## src/rtl/capture_scheduler.sv

```systemverilog
// capture_scheduler: sequences frame captures on two cameras in rounds.
// Each round triggers every latched camera once (cam0 first). Rounds can
// repeat at a fixed period, stop early, or flag cameras that never answer.
module capture_scheduler #(
    parameter logic [23:0] TIMEOUT  = 24'd1000000,
    parameter int          PERIOD_W = 24
) (
    input  logic                clk,
    input  logic                reset,
    input  logic                start,
    input  logic                stop,
    input  logic [1:0]          cam_enable,
    input  logic                continuous,
    input  logic [PERIOD_W-1:0] frame_period,
    input  logic                cam0_frame_capture_done,
    input  logic                cam1_frame_capture_done,
    input  logic                cam0_fifo_afull,
    input  logic                cam1_fifo_afull,
    output logic                cam0_frame_capture_start,
    output logic                cam1_frame_capture_start,
    output logic                busy,
    output logic                active_cam,
    output logic [15:0]         cam0_frame_count,
    output logic [15:0]         cam1_frame_count,
    output logic [1:0]          timeout_err,
    output logic                round_done
);

    typedef enum logic [1:0] {IDLE, WAIT_FIFO, CAPTURE, PERIOD_WAIT} state_e;

    localparam logic [PERIOD_W-1:0] P_ONE = {{(PERIOD_W-1){1'b0}}, 1'b1};

    state_e              state_q, state_d;
    logic [1:0]          cam_en_q, cam_en_d;
    logic                cont_q, cont_d;
    logic                stop_pend_q, stop_pend_d;
    logic [PERIOD_W-1:0] period_q, period_d, period_lim;
    logic [23:0]         tmo_q, tmo_d;
    logic                active_d, start0_d, start1_d, round_done_d;
    logic [15:0]         cnt0_d, cnt1_d;
    logic [1:0]          err_d;
    logic                do_sel, sel_cam, sel_afull, act_done, timed_out;

    assign busy = (state_q != IDLE);

    // A zero period behaves like a period of one cycle.
    assign period_lim = (frame_period == '0) ? '0 : frame_period - P_ONE;

    // Next-state and next-output logic for the scheduler.
    always_comb begin
        // NOTE: every signal gets a default first so no path infers a latch.
        state_d      = state_q;
        cam_en_d     = cam_en_q;
        cont_d       = cont_q;
        active_d     = active_cam;
        cnt0_d       = cam0_frame_count;
        cnt1_d       = cam1_frame_count;
        err_d        = timeout_err;
        tmo_d        = tmo_q;
        start0_d     = 1'b0;
        start1_d     = 1'b0;
        round_done_d = 1'b0;
        do_sel       = 1'b0;
        sel_cam      = 1'b0;
        stop_pend_d  = stop_pend_q | (stop && state_q != IDLE);
        period_d     = (state_q != IDLE && period_q != '1) ? period_q + P_ONE : period_q;
        act_done     = active_cam ? cam1_frame_capture_done : cam0_frame_capture_done;
        timed_out    = (tmo_q == TIMEOUT - 24'd1);

        case (state_q)
            IDLE: begin
                if (start && cam_enable != 2'b00) begin
                    cam_en_d    = cam_enable;
                    cont_d      = continuous;
                    err_d       = 2'b00;
                    period_d    = '0;
                    stop_pend_d = stop;
                    do_sel      = 1'b1;
                    sel_cam     = !cam_enable[0];
                end
            end
            WAIT_FIFO: begin
                if (stop || stop_pend_q) begin
                    state_d     = IDLE;
                    stop_pend_d = 1'b0;
                end else begin
                    // Re-select the same camera; it launches once afull drops.
                    do_sel  = 1'b1;
                    sel_cam = active_cam;
                end
            end
            CAPTURE: begin
                if (act_done || timed_out) begin
                    // A done that coincides with the timeout still counts as done.
                    if (act_done) begin
                        if (active_cam) cnt1_d = cam1_frame_count + 16'd1;
                        else            cnt0_d = cam0_frame_count + 16'd1;
                    end else begin
                        err_d[active_cam] = 1'b1;
                    end
                    if (stop || stop_pend_q) begin
                        state_d     = IDLE;
                        stop_pend_d = 1'b0;
                    end else if (!active_cam && cam_en_q[1]) begin
                        do_sel  = 1'b1;
                        sel_cam = 1'b1;
                    end else begin
                        round_done_d = 1'b1;
                        state_d      = cont_q ? PERIOD_WAIT : IDLE;
                    end
                end else begin
                    tmo_d = tmo_q + 24'd1;
                end
            end
            PERIOD_WAIT: begin
                if (stop || stop_pend_q) begin
                    state_d     = IDLE;
                    stop_pend_d = 1'b0;
                end else if (period_q >= period_lim) begin
                    period_d = '0;
                    do_sel   = 1'b1;
                    sel_cam  = !cam_en_q[0];
                end
            end
            default: state_d = IDLE;
        endcase

        // Common camera selection: launch now if its FIFO has room, else wait.
        sel_afull = sel_cam ? cam1_fifo_afull : cam0_fifo_afull;
        if (do_sel) begin
            active_d = sel_cam;
            if (sel_afull) begin
                state_d = WAIT_FIFO;
            end else begin
                state_d  = CAPTURE;
                tmo_d    = '0;
                start0_d = !sel_cam;
                start1_d = sel_cam;
            end
        end
    end

    // State and output registers with asynchronous active-low reset.
    always_ff @(posedge clk or negedge reset) begin
        // NOTE: non-blocking assignments only, so all registers update together.
        if (!reset) begin
            state_q                  <= IDLE;
            cam_en_q                 <= 2'b00;
            cont_q                   <= 1'b0;
            stop_pend_q              <= 1'b0;
            period_q                 <= '0;
            tmo_q                    <= '0;
            active_cam               <= 1'b0;
            cam0_frame_capture_start <= 1'b0;
            cam1_frame_capture_start <= 1'b0;
            cam0_frame_count         <= '0;
            cam1_frame_count         <= '0;
            timeout_err              <= 2'b00;
            round_done               <= 1'b0;
        end else begin
            state_q                  <= state_d;
            cam_en_q                 <= cam_en_d;
            cont_q                   <= cont_d;
            stop_pend_q              <= stop_pend_d;
            period_q                 <= period_d;
            tmo_q                    <= tmo_d;
            active_cam               <= active_d;
            cam0_frame_capture_start <= start0_d;
            cam1_frame_capture_start <= start1_d;
            cam0_frame_count         <= cnt0_d;
            cam1_frame_count         <= cnt1_d;
            timeout_err              <= err_d;
            round_done               <= round_done_d;
        end
    end

endmodule

```

## config.mk

```make
export PLATFORM = sky130hd
export DESIGN_NAME = capture_scheduler
export DESIGN_NICKNAME = d
export VERILOG_FILES = /design/src/rtl/capture_scheduler.sv
export SDC_FILE = /design/constraint.sdc
export NUM_CORES = 1
export LEC_CHECK = 0
export CORE_MARGIN = 2
export CORE_UTILIZATION = 45
export DETAILED_ROUTE_END_ITERATION = 7
export GPL_ROUTABILITY_DRIVEN = 0
export HOLD_SLACK_MARGIN = 0.05
export PLACE_DENSITY = 0.67
export SLEW_MARGIN = 10
export SYNTH_ARGS = -nofsm -noshare
export SYNTH_HDL_FRONTEND = slang
export SYNTH_SLANG_ARGS = --single-unit
```

## constraint.sdc

```tcl
create_clock -name clk -period 5.4 [get_ports clk]
set_clock_uncertainty 0.15 [all_clocks]
set_input_delay 1.62 -clock clk [delete_from_list [all_inputs] [get_ports clk]]
set_output_delay 1.62 -clock clk [all_outputs]
set_load 0.05 [all_outputs]
```

==> results of run 1 <==
[worst max-delay path, cell delays in order]
cell and delay (ps):
buf_6 90, or4_4 520, or3_4 340, or3_4 390, or3_4 410, xnor2_2 140
nand2_2 90, ha_4 260, nand4_1 140, or4_4 490, a211oi_4 190, nor4_1 80
a21boi_4 150, buf_12 160, buf_16 150, a211oi_1 210
[path summary, 6_finish.rpt]
| path | cells after the start | slack, ps | to | from |
|---|---|---|---|---|
| max | 16 | 60 | state_q[0] | frame_period[10] |
| min | 1 | 320 | cam0_frame_count[15] | cam0_frame_count[15] |
| max reg2reg | 9 | 2510 | state_q[0] | tmo_q[10] |
| min reg2reg | 1 | 320 | cam0_frame_count[15] | cam0_frame_count[15] |
| max in group asynchronous | 2 | 2970 | tmo_q[5] | reset |
| min in group asynchronous | 1 | 1180 | cam0_frame_count[15] | reset |
[placed cells by master (no fill, tap or decap), types with 17 or more instances in the layout]
cell,count
a21oi_1,18
buf_4,37
clkdlybuf4s50_1,68
dfrtp_1,92
ha_1,33
inv_1,17
nand2_1,61
nand3_1,31
nand4_1,25
nor2_1,74
nor3_2,21
xnor2_1,58
xor2_1,33
[layout make-up]
cell class              instances  area share, %
clock inverters                 7          0.830
well taps                     172           2.86
flip-flops and latches         92           30.5
inverters                      17          0.847
multi-input cells             495           46.0
clock buffers                   9           2.99
repair buffers                118           15.9
[power breakdown]
| group | total, mW | switching (mW) | internal (mW) |
|---|---|---|---|
| clock network | 0.600 | 0.282 | 0.318 |
| logic | 1.02 | 0.594 | 0.422 |
| registers | 0.862 | 0.0883 | 0.774 |
[cell families after synthesis]
family / count (synthesis)
simple gates: 307
flops: 92
mux: 9
fa+ha+maj: 34
xor+xnor: 93
compound gates: 52
buf+inv: 33
[per-stage QoR]
step	setup TNS (ps)	worst slack [ps]	power (mW)	instances	area [um2]
floorplan	0	30.8	1.47	620	5710
global placement	-24800	-503	1.74	886	6850
detailed placement	-28780	-627	1.77	886	6850
CTS	0	7.68	2.46	909	7330
global route	-506	-45.7	2.62	910	7540
finish	0	64.0	2.48	910	7540
[Yosys cell counts, drive strengths merged]
master,count,area [um2]
a211o,2,17.5
a211oi,3,22.5
a21bo,1,10.0
a21boi,1,11.3
a21oi,19,95.1
a221o,1,10.0
a221oi,1,8.76
a22oi,1,7.51
a2bb2oi,1,8.76
a31oi,1,6.26
and2,9,56.3
and3,16,100
and3b,1,8.76
and4,6,52.6
and4b,1,10.0
buf,7,40.0
clkbuf,9,33.8
dfrtp,92,2300
ha,34,425
inv,17,63.8
mux2,5,56.3
mux2i,4,40.0
nand2,62,233
nand2b,6,37.5
nand3,31,155
nand3b,3,22.5
nand4,25,156
nor2,77,292
nor2b,4,25.0
nor3,39,205
nor4,8,50.1
nor4b,3,26.3
nor4bb,2,20.0
o21a,2,15.0
o21ai,13,68.8
o311ai,1,8.76
o31a,3,27.5
o31ai,2,15.0
or2,2,12.5
or3,5,41.3
or3b,1,8.76
or4,6,48.8
xnor2,60,526
xor2,33,289
[layer usage]
| layer | GRT usage [%] | wire length (um) |
|---|---|---|
| met4 | 8.10 | 249 |
| met1 | 26.5 | 6050 |
| met3 | 3.53 | 370 |
| met5 | 0 | 0 |
| met2 | 35.4 | 6980 |
[what timing repair did]
action | in CTS | in global routing
hold buffers | 0 | 0
gates cloned | 3 | 1
resized for setup | 27 | 41
buffers inserted | 5 | 3
pin swaps | 9 | 7
endpoints found under the setup margin | 51 | 51
[state kept, by name, summed over array words and instances, names as in the netlist, 2 cells and up]
name and flops:
cam1_frame_count 16, state_q 2, timeout_err 2, tmo_q 24, cam_en_q 2, cam0_frame_count 16, period_q 24
==> run_results.csv, run 1 <==
group,metric,value,unit
run_status,status,"finished clean",
sta,worst-slew-pin-transition,723,ps
finish,areaGrowthSynthToFinish,32.9,%
pwr,powerDensity,329,nW/um2
floorplanning,fp.dieH,116,um
cts,clock_sinks,92,
sta,max_freq,0.187,GHz
sta,rsz0062_at_grt,"true",
job,drv_cap,0,
synth,synth-compound-area-share,5.87,%
sta,drv_slew,0,
finish,drive_above_1_share,16.3,%
synth,postSynthCellCount,620,
synth,avgSynthCellArea,9.15,um2
pwr,p_leak,3.34,nW
finish,ff_latch_area,2300,um2
synth,ys_seq_area_share,40.6,%
drt,num_vias,4839,
cts,cts_buffers,9,
synth,synthDistinctLibCells,51,
worst_setup_path,path_class,"input pin to flip-flop",
worst_setup_path,cp-start-kind,"input pin",
finish,nets,802,
drt,dr.pass1.iters,4,
cts,cts_root_buf,"clkbuf_16",
worst_setup_path,crit_fanout,7,
sta,setup_viol,0,
floorplanning,dieArea,13500,um2
floorplanning,num_io_pins,74,
drt,drt_iter0_drc,345,
sta,period_needed,5340,ps
cts,tritoncts,"built",
synth,muxShareOfSynthArea,1.70,%
global_routing,grt_pass1_wl,22.3,mm
synth,synthSimpleGateAreaFrac,27.5,%
floorplanning,initial_utilization,45.5,%
cts,clk_latency,350,ps
worst_setup_path,arrival,5440,ps
worst_setup_path,cp-end-kind,"flip-flop",
cts,clock_path_buffers,2,
finish,nFillCells,1046,
finish,fin_util,60.5,%
sta,fin_crit_sh,98.8,%
finish,diodes,0,
min_path,hp-class,"flip-flop to flip-flop",
global_routing,track_usage,20.8,%
sta,timing.final.hold_violations,0,
finish,multiInputGateArea,3470,um2
global_routing,antenna_found_initial,0,
cts,clk_pin_slew,70,ps
sta,slew_headroom,51.3,%
cts,h-tree-depth,3,
pwr,ir_drop,172,uV
global_routing,grt_max_degree,58,
floorplanning,die_x,116,um
synth,ys_ff_latch,92,
drt,wirelength,13.6,mm
placed_design,portBuffers,73,
drt,drt-wirelength-per-cell,15.0,um
floorplanning,rows,41,
floorplanning,core,12500,um2
synth,syn_area,5670,um2
global_routing,grt_pass1_vias,4779,
synth,synthXorXnorAreaFrac,14.4,%
synth,synth_top_family_by_area,"simple AND/OR/NAND/NOR gates",
drt,drcViolationCount,0,
drt,ant_nets,0,
placed_design,hpwlAfterDp,9.80,mm
worst_setup_path,required,5500,ps
global_routing,globalRoute.totalOverflow,0,
synth,synthAdderAreaFrac,7.50,%
synth,synthesis.nets,689,
synth,yosysWarnings,0,
drt,vias_per_cell,5.32,
sta,hold_ws,316,ps
Power figures use the tool's default switching activity.
==> inputs of run 2 (changes only) <==
- CAP_MARGIN: default -> 10
- SKIP_LAST_GASP: default -> 1
==> run 2 against run 1 <==
Net effect:
- worst setup slack gained 2.7 ps
- routed wire length decreased by 0.64%
- critical path depth unchanged
- critical endpoint unchanged
- maximum frequency about the same
- final cell count is the same
- count of clock-buffer cells in the layout unchanged
- non-clock buffer count stayed put
- global-route usage did not move
- first-iteration DRC count decreased by 5.8%
==> run_results.csv, run 2 (synthesis results as in run 1) <==
group,metric,value,unit
run_status,status,"finished clean",
cts,cts_buffers,9,
global_routing,grt_max_degree,58,
drt,wirelength,13.6,mm
sta,period_needed,5330,ps
placed_design,placed_cells,886,
finish,stdcell_count,910,
min_path,min_to,"cam0_frame_count[15]",
drt,drt_iter0_drc,325,
finish,final_common_cell,"dfrtp_1",
pwr,p_int,1.51,mW
sta,setup_viol,0,
worst_setup_path,reg2reg_from,"tmo_q[20]",
sta,timing.final.hold_violations,0,
worst_setup_path,cp-start-kind,"input pin",
pwr,finalPower,2.48,mW
finish,areaGrowthSynthToFinish,32.6,%
drt,ant_nets,0,
finish,layout_common_cells,"dfrtp_1, nor2_1, clkdlybuf4s50_1, nand2_1, xnor2_1",
pwr,ir_drop,172,uV
worst_setup_path,cp-end-kind,"flip-flop",
cts,clock_sinks,92,
global_routing,track_usage,20.8,%
worst_setup_path,reg2regPathDepth,9,
cts,clk_pin_slew,70,ps
pwr,powerDensity,329,nW/um2
floorplanning,core,12500,um2
sta,slew_headroom,51.1,%
job,drv_cap,0,
sta,max_freq,0.188,GHz
worst_setup_path,cp_cell_sequence,"buf_6 -> or4_4 -> or3_4 -> or3_4 -> or3_4 -> xnor2_2 -> nand2_2 -> ha_4 -> nand4_1 -> or4_4 -> a211oi_4 -> nor4_1 -> a21boi_4 -> buf_12 -> buf_16 -> a211oi_1",
worst_setup_path,required,5500,ps
sta,fin_crit_sh,98.8,%
global_routing,globalRoute.totalOverflow,0,
drt,num_vias,4836,
finish,nets,802,
finish,fin_util,60.3,%
drt,drt-wirelength-per-cell,14.9,um
cts,cts_root_buf,"clkbuf_16",
sta,worst-slew-pin-transition,728,ps
sta,hold_ws,316,ps
placed_design,portBuffers,73,
floorplanning,num_io_pins,74,
worst_setup_path,r2r_slack,2510,ps
placed_design,hpwlAfterDp,9.80,mm
global_routing,grt_pass1_vias,4779,
drt,dr.pass1.iters,4,
worst_setup_path,r2r_end,"state_q[0]",
sta,fin_setup_tns,0,ps
worst_setup_path,arrival,5440,ps
floorplanning,initial_utilization,45.5,%
global_routing,grt_pass1_wl,22.3,mm
worst_setup_path,critical_path.max_stage_delay,520,ps
floorplanning,rows,41,
cts,h-tree-depth,3,
pwr,combPwrFrac,40.9,%
floorplanning,dieArea,13500,um2
pwr,p_seq_share,34.8,%
sta,rsz0062_at_grt,"true",
worst_setup_path,crit_path_top_delay_cell,"or4_4",
finish,nFillCells,1044,
drt,vias_per_cell,5.31,
finish,drive_above_1_share,15.9,%
cts,clock_path_buffers,2,
pwr,pwr-share-clk,24.3,%
worst_setup_path,crit_top_cell,"or3_4",
finish,diodes,0,
floorplanning,die_x,116,um
worst_setup_path,crit_fanout,7,
worst_setup_path,path_class,"input pin to flip-flop",
floorplanning,fp.dieH,116,um
pwr,p_leak,3.33,nW
finish,largestRegisters,"period_q x24, tmo_q x24",
drt,drcViolationCount,0,
min_path,worst_hold_startpoint,"cam0_frame_count[15]",
pwr,power.net_switching,0.964,mW
min_path,hp-class,"flip-flop to flip-flop",
global_routing,antenna_found_initial,0,
cts,clk_latency,350,ps
min_path,worstHoldPathCells,1,
cts,tritoncts,"built",
pwr,switching_share,38.9,%
sta,drv_slew,0,
==> run 2: cell counts in the layout (fill, tap and decap cells not counted) <==
No cell type changed its count.
==> run 2: area by class of cell <==
class                      count  area, um2  area share [%]
multi-input combinational    495       3450            45.9
sequential                    92       2300            30.6
timing repair buffer         118       1200            15.9
clock buffer                   9        225            2.99
tap                          172        215            2.86
inverter                      17       63.8           0.848
clock inverter                 7       62.6           0.832
==> run 2: power groups by stage <==
stage | registers (mW) | logic, mW | clock network (mW)
6_report | 0.862 | 1.01 | 0.603
5_1_grt | 0.874 | 1.10 | 0.644
4_1_cts | 0.861 | 0.983 | 0.616
3_5_place_dp | 0.873 | 0.894 | 0
3_3_place_gp | 0.870 | 0.872 | 0
2_1_floorplan | 0.997 | 0.471 | 0
==> run 2: how the worst max path moves through the flow <==
stage | startpoint | end | slack (ps) | cells after the start
final | frame_period[10] | state_q[0] | 70 | 16
after CTS | frame_period[10] | state_q[0] | 8 | 16
after global routing | frame_period[10] | tmo_q[10] | -40 | 16
after detailed placement | frame_period[11] | tmo_q[19] | -630 | 17
after floorplan | frame_period[11] | period_q[4] | 30 | 16
after global placement | frame_period[11] | tmo_q[18] | -500 | 15
==> run 2: through the flow <==
stage,area [um2],worst slack [ps]
after floorplan,5710,30.8
after global placement,6850,-503
after detailed placement,6850,-627
after CTS,7330,7.68
after global routing,7520,-44.5
final,7520,66.7
==> run 2: per-layer routing <==
metal,up-vias,GRT usage [%],wire [um]
met5,-,0,0
met4,0,8.10,238
met3,20,3.53,395
met2,91,35.4,6930
met1,2341,26.5,6000
li1,2384,-,-
==> run 2: what timing repair did <==
item | in CTS | in global routing
gates resized for setup | 27 | 38
pin swaps | 9 | 6
buffers inserted | 5 | 3
hold buffers | 0 | 0
setup endpoints to repair | 51 | 51
gates cloned | 3 | 1
endpoints found under the hold margin | 0 | 0
==> run 2: critical path: cells and delay by family <==
kind	cells	cell delay (ps)
fa+ha+maj	1	260
compound gates	3	550
xor+xnor	1	140
buf+inv	3	400
simple gates	8	2450
==> inputs of run 3 (changes only) <==
- CTS_CLUSTER_SIZE: default -> 28
==> results of run 3 <==
No change in the layout: final DEF, timing and power equal those of run 2.
